**config.mk**
```make
export PLATFORM = sky130hd
export DESIGN_NAME = game_sequencer
export DESIGN_NICKNAME = d
export VERILOG_FILES = /design/src/rtl/game_sequencer.sv
export SDC_FILE = /design/constraint.sdc
export NUM_CORES = 1
export LEC_CHECK = 0
export CORE_MARGIN = 2
export CORE_UTILIZATION = 54
export DETAILED_ROUTE_END_ITERATION = 8
export GPL_ROUTABILITY_DRIVEN = 0
export PLACE_DENSITY = 0.87
export SYNTH_ARGS = -nofsm -noshare
export SYNTH_HDL_FRONTEND = slang
export SYNTH_SLANG_ARGS = --single-unit
```
**constraint.sdc**
```tcl
create_clock -name clk -period 3 [get_ports clk]
set_clock_uncertainty 0.15 [all_clocks]
set_input_delay 0.6 -clock clk [delete_from_list [all_inputs] [get_ports clk]]
set_output_delay 0.6 -clock clk [all_outputs]
set_load 0.005 [all_outputs]
```
**src/rtl/game_sequencer.sv**
```systemverilog
// game_sequencer: round/symbol sequencing FSM for the memory game (pick, show, collect guesses).
// Define GAME_TIMEOUT_EN to send an idle player to LOSE after TIMEOUT_TICKS cycles in INPUT.
module game_sequencer #(
    parameter int unsigned MAX_ROUNDS    = 6,
    parameter int unsigned SHOW_TICKS    = 25000000,
    parameter int unsigned GAP_TICKS     = 6250000,
    parameter int unsigned WIN_TICKS     = 25000000,
    parameter int unsigned TIMEOUT_TICKS = 250000000
) (
    input  logic       clk,
    input  logic       rst,
    input  logic       start,
    input  logic       six_rounds,
    input  logic [3:0] rand_sym,
    input  logic       guess_valid,
    input  logic [3:0] guess,
    output logic [3:0] disp_sym,
    output logic       disp_valid,
    output logic [2:0] round,
    output logic [2:0] seq_idx,
    output logic       win,
    output logic       lose,
    output logic       game_over
);
    localparam logic [2:0] S_IDLE  = 3'd0;
    localparam logic [2:0] S_PICK  = 3'd1;
    localparam logic [2:0] S_SHOW  = 3'd2;
    localparam logic [2:0] S_GAP   = 3'd3;
    localparam logic [2:0] S_INPUT = 3'd4;
    localparam logic [2:0] S_RWIN  = 3'd5;
    localparam logic [2:0] S_LOSE  = 3'd6;
    localparam logic [2:0] S_DONE  = 3'd7;

    localparam logic [3:0] BLANK       = 4'hF;
    localparam logic [2:0] FULL_TARGET = (MAX_ROUNDS >= 6) ? 3'd6 : 3'(MAX_ROUNDS);

    if (MAX_ROUNDS < 4 || MAX_ROUNDS > 6 || TIMEOUT_TICKS == 0) begin : g_bad_cfg
        $error("game_sequencer: MAX_ROUNDS must be 4..6 and TIMEOUT_TICKS nonzero");
    end

    logic [2:0]  state_q, state_d;
    logic [31:0] tick_q, tick_d;
    logic [2:0]  seq_q, seq_d;
    logic [2:0]  round_q, round_d;
    logic [2:0]  target_q, target_d;
    logic [3:0]  store_q [MAX_ROUNDS];
    logic [3:0]  store_d [MAX_ROUNDS];

    logic [3:0]  cur_sym;
    logic        sym_fresh;
    logic [2:0]  last_idx;
    logic        at_last;
    logic        guess_ok;

    logic [3:0]  disp_sym_q;
    logic        disp_valid_q;
    logic [2:0]  round_out_q;
    logic [2:0]  seq_out_q;
    logic        win_q;
    logic        lose_q;
    logic        over_q;

    assign last_idx = round_q - 3'd1;
    assign at_last  = (seq_q == last_idx);
    assign guess_ok = (guess <= 4'd5) && (guess == cur_sym);

    // Store is walked by loop so the index width never has to match MAX_ROUNDS.
    always_comb begin
        cur_sym   = BLANK;
        sym_fresh = (rand_sym <= 4'd5);
        for (int unsigned i = 0; i < MAX_ROUNDS; i++) begin
            if (3'(i) == seq_q) cur_sym = store_q[i];
            if (store_q[i] == rand_sym) sym_fresh = 1'b0;
        end
    end

    always_comb begin
        state_d  = state_q;
        tick_d   = tick_q;
        seq_d    = seq_q;
        round_d  = round_q;
        target_d = target_q;
        store_d  = store_q;
        case (state_q)
            S_IDLE, S_DONE: begin
                if (start) begin
                    for (int unsigned i = 0; i < MAX_ROUNDS; i++) store_d[i] = BLANK;
                    round_d  = 3'd1;
                    target_d = six_rounds ? FULL_TARGET : 3'd4;
                    state_d  = S_PICK;
                end
            end
            S_PICK: begin
                if (sym_fresh) begin
                    for (int unsigned i = 0; i < MAX_ROUNDS; i++) begin
                        if (3'(i) == last_idx) store_d[i] = rand_sym;
                    end
                    seq_d   = '0;
                    state_d = S_SHOW;
                end
            end
            S_SHOW: begin
                if (tick_q == SHOW_TICKS - 1) state_d = S_GAP;
                else tick_d = tick_q + 32'd1;
            end
            S_GAP: begin
                if (tick_q == GAP_TICKS - 1) begin
                    if (at_last) begin
                        seq_d   = '0;
                        state_d = S_INPUT;
                    end else begin
                        seq_d   = seq_q + 3'd1;
                        state_d = S_SHOW;
                    end
                end else begin
                    tick_d = tick_q + 32'd1;
                end
            end
            S_INPUT: begin
                // A guess in the timeout cycle wins over the timeout.
                if (guess_valid) begin
                    if (guess_ok) begin
                        tick_d = '0;
                        if (at_last) state_d = S_RWIN;
                        else seq_d = seq_q + 3'd1;
                    end else begin
                        state_d = S_LOSE;
                    end
                end
`ifdef GAME_TIMEOUT_EN
                else if (tick_q == TIMEOUT_TICKS - 1) state_d = S_LOSE;
                else tick_d = tick_q + 32'd1;
`endif
            end
            S_RWIN: begin
                if (tick_q == WIN_TICKS - 1) begin
                    if (round_q == target_q) begin
                        state_d = S_DONE;
                    end else begin
                        round_d = round_q + 3'd1;
                        state_d = S_PICK;
                    end
                end else begin
                    tick_d = tick_q + 32'd1;
                end
            end
            S_LOSE: begin
                if (start) begin
                    seq_d   = '0;
                    state_d = S_SHOW;
                end
            end
            default: state_d = S_IDLE;
        endcase
        if (state_d != state_q) tick_d = '0;
    end

    always_ff @(posedge clk) begin
        if (rst) begin
            state_q  <= S_IDLE;
            tick_q   <= '0;
            seq_q    <= '0;
            round_q  <= '0;
            target_q <= 3'd4;
            for (int unsigned i = 0; i < MAX_ROUNDS; i++) store_q[i] <= BLANK;
        end else begin
            state_q  <= state_d;
            tick_q   <= tick_d;
            seq_q    <= seq_d;
            round_q  <= round_d;
            target_q <= target_d;
            store_q  <= store_d;
        end
    end

    always_ff @(posedge clk) begin
        if (rst) begin
            disp_sym_q   <= BLANK;
            disp_valid_q <= 1'b0;
            round_out_q  <= '0;
            seq_out_q    <= '0;
            win_q        <= 1'b0;
            lose_q       <= 1'b0;
            over_q       <= 1'b0;
        end else begin
            disp_sym_q   <= (state_q == S_SHOW) ? cur_sym : BLANK;
            disp_valid_q <= (state_q == S_SHOW);
            round_out_q  <= round_q;
            seq_out_q    <= seq_q;
            win_q        <= (state_q == S_RWIN) || (state_q == S_DONE);
            lose_q       <= (state_q == S_LOSE);
            over_q       <= (state_q == S_DONE);
        end
    end

    assign disp_sym   = disp_sym_q;
    assign disp_valid = disp_valid_q;
    assign round      = round_out_q;
    assign seq_idx    = seq_out_q;
    assign win        = win_q;
    assign lose       = lose_q;
    assign game_over  = over_q;
endmodule

```
==> summary.md <==
| Metric | Value |
|---|---|
| Vias in the first global route | about 4300 |
| Via density | 6.331 |
| DR vias | roughly 4700 |
| Initial Util | 0.5498 |
| Synth top area share | 0.3581 |
| Dpl hpwl | around 8400 µm |
| Inserted Diodes | 0 |
| Total wire length | about 13000 µm |
| Num CTS Buffers | 9 |
| PortBufs | 26 |
| Synth warnings | 0 |
| Clk sink count | 80 |
| Synth Area in Simple Gates | 0.2759 |
| Tmin final | slightly above 3000 ps |
| P&R area growth vs syn | 28.37% |
| Power per standard cell area | 398.3 mW/mm² |
| Root Driver | clkbuf_8 |
| Layout Nets | 652 |
| Final setup viols | 12 |
| Setup total negative slack | -550.5 ps |
| Post-Synth XOR/XNOR Area | 0.06267 |
| Avg Cell Area, Syn | ~8.0 µm² |
| Hold Crit Start | store_q[19]$_SDFFE_PP1P_ |
| Die width | between 90 and 100 µm |
| R2R depth | 12 |
| EDFF count, synth | 0 |
| Grt total ovfl | 0 |
| Layout cells sized above 1 | 0.1883 |
| I/O pins | 27 |
| Register area share after synthesis | 0.3581 |
| Hold Crit Endpoint | store_q[19]$_SDFFE_PP1P_ |
| Row count | 33 |
| Post-route cell area | 0.005741 mm² |
| Crit path max fanout | 8 |
| Die height | ~95 µm |
| Routed Antenna Nets | 0 |
| R2R Path Start | seq_q[1]$_SDFFE_PP0P_ |
| Die ar. | 0.009025 mm² |
| Largest net degree at the start of global routing | 37 |
| First-pass GRT wire length | roughly 20000 µm |
| Hold Path Depth | 2 |
| R2R setup slack | -90 ps |
| Post-synth top area cell | dfxtp_1 |
| DRT iter0 DRCs | slightly below 400 |
| Tot Pwr | approximately 2.3 mW |
| Placed insts | slightly above 700 |
| Slew Viols, Final | 0 |
| Top cells by area, synth | dfxtp_1 36%, xor2_1 5.1%, nand2b_1 4.3% |
| Highest clock rate | 0.3235 GHz |
| # H-tree levels | 3 |
| Required time worst endpoint | about 3200 ps |
| Total of max-cap violations | 0 |
| Slew @ Worst Pin | about 760 ps |
| Worst Hold Class | register to register |
| Mux contribution to synthesized area | 0.006715 |
| # DRC | 0 |
| Syn_nets | about 580 |
| Clk pin slew, worst setup/hold paths | approximately 90 ps |
| Core Area | 0.008134 mm² |
| Worst ir drop on vdd | roughly 0.24 mV |
| Endpoints failing hold | 0 |
| Period utilisation layout | 1.031 |
| Synthesized instance count | roughly 560 |
| Most used DFF post-synth | dfxtp_1 |
| CP Launch Type | register |
| Number of antenna violations at the first check in global routing | 0 |
| Post-synthesis adder-cell area fraction | 0.03358 |
| Max transition margin | 0.4914 |
| Yosys reg bits | 80 |
| CP endpoint kind | register |
| Total Routing Usage GR | 0.2851 |
| CTS tree | yes |
| Largest family of logic cells by synthesized area | simple AND/OR/NAND/NOR gates |
| Cell Count, Final, Fillers Out | 737 |
| Worst-Skew Late Latency | ~370 ps |
| Failing checks | setup timing |
| Synth Area in Compound Gates | 0.2138 |
| Setup CP Type | register to register |
| Worst Slack Setup Final | -91.57 ps |
| DP Area | 0.005139 mm² |
| Synthesized area | about 0.0045 mm² |
| RSZ-0062 raised after global routing | yes |
| WP data arrival | about 3300 ps |
| Static leakage | 2.058 nW |
| Run status | finished, violations left |
| TritonRoute pass-1 iters | 5 |
| Unique masters post-synth | just under 60 |
| Async S/R FF share, synth | 0 |
| Routed len/inst | 17.83 µm |
| CTS max path bufs | 2 |
| Reg2reg end | tick_q[20]$_SDFFE_PP0P_ |
==> worst max-delay path, stage by stage (launching register included) <==
cell,delay (ps)
dfxtp_2,350
inv_4,80
ha_4,200
buf_6,140
nor3b_2,40
o311a_1,350
o221ai_1,200
nand4b_1,280
nor4_4,280
buf_12,170
o21ai_4,110
or4_4,550
a21oi_2,130
==> state kept, by name, indices dropped and copies added (netlist names) <==
name / flops
tick_q: 32
store_q: 24
disp_sym: 4
round: 3
round_q: 3
seq_idx: 3
seq_q: 3
state_q: 3
disp_valid: 1
game_over: 1
lose: 1
target_q: 1
win: 1
==> area by class of cell <==
| cell class | instances | area (µm²) |
|---|---|---|
| clock buffers | 11 | 131.4 |
| well taps | 105 | 131.4 |
| flip-flops and latches | 80 | 1608 |
| multi-input cells | 421 | 2893 |
| fillers | 564 | 2394 |
| repair buffers | 86 | 782.0 |
| clock inverters | 5 | 81.33 |
| inverters | 29 | 113.9 |
==> kinds of logic (layout without fill, tap and decap cells) <==
| family | after synthesis | in the layout |
|---|---|---|
| adder cells (fa/ha/maj) | 12 | 12 |
| XOR/XNOR | 32 | 32 |
| multiplexers | 3 | 3 |
| AO/OA/AOI/OAI | 148 | 148 |
| buffers and inverters | 55 | 131 |
| flip-flops | 80 | 80 |
| AND/OR/NAND/NOR | 226 | 226 |
==> placed cells by master, fill, tap and decap left out, drive strengths merged, types with 15 or more instances in the layout <==
| master | Yosys | layout |
|---|---|---|
| nor2 | 45 | 45 |
| nand3 | 17 | 17 |
| a21oi | 31 | 31 |
| clkdlybuf4s50 | 0 | 25 |
| nand2 | 36 | 36 |
| buf | 8 | 59 |
| nand2b | 31 | 31 |
| o22ai | 18 | 18 |
| inv | 29 | 29 |
| nor3 | 23 | 23 |
| o21ai | 32 | 32 |
| or3 | 15 | 15 |
| xor2 | 26 | 26 |
| dfxtp | 80 | 80 |
==> synth_stat cells, types with 7 or more instances <==
library cell and n:
o21bai_1 8, nor2_1 44, nand2b_1 31, or4_1 9, or3_1 15, inv_1 28
nand2_1 36, nand4_1 9, o31ai_1 11, a31oi_1 7, nor3_1 23, clkbuf_1 18
o21ai_0 30, ha_1 12, nor2b_1 8, dfxtp_1 80, xor2_1 26, a21oi_1 31
o22ai_1 18, nand3_1 17
==> where the power goes <==
part	switching, mW	leakage [nW]	internal, mW	total, mW
combinational	0.162	1.30	0.141	0.303
sequential	0.0223	0.649	1.08	1.10
clock	0.413	0.104	0.470	0.883
total	0.598	2.06	1.69	2.29
==> worst max-delay path by stage <==
stage / start / end / depth (start not counted)
6_report: seq_q[1]$_SDFFE_PP0P_ / tick_q[20]$_SDFFE_PP0P_ / 12
4_1_cts: seq_q[1]$_SDFFE_PP0P_ / tick_q[20]$_SDFFE_PP0P_ / 12
2_1_floorplan: seq_q[1]$_SDFFE_PP0P_ / tick_q[26]$_SDFFE_PP0P_ / 11
3_5_place_dp: rand_sym[0] / tick_q[20]$_SDFFE_PP0P_ / 10
5_1_grt: seq_q[1]$_SDFFE_PP0P_ / tick_q[3]$_SDFFE_PP0P_ / 12
3_3_place_gp: rand_sym[0] / tick_q[14]$_SDFFE_PP0P_ / 10
==> timing repair <==
action                                  in CTS  in global routing
gates cloned                                 0                  1
hold buffers                                 0                  0
pin swaps                                   13                 10
setup buffers                               10                  3
resized for setup                           31                 35
endpoints found under the setup margin      32                 61
==> per-layer routing <==
metal / global-route usage / up-vias / share of wire
met3: 0.05188 / 44 / 0.085
met4: 0.1715 / 0 / 0.038
met5: 0 / - / 0
met1: 0.3518 / 2185 / 0.40
met2: 0.4622 / 268 / 0.47
li1: - / 2169 / -
==> metrics by stage <==
| step | utilization | hold WS (ps) | worst slack (ps) |
|---|---|---|---|
| detailed placement | 0.6317 | 328.0 | -426.6 |
| global route | 0.7057 | 374.4 | -158.2 |
| floorplan | - | 302.4 | -19.89 |
| CTS | 0.6822 | 340.2 | 9.325 |
| global placement | 0.6317 | 322.6 | -272.4 |
| finish | 0.7057 | 343.7 | -91.57 |
Note: power is estimated with default switching activity, not from simulation.
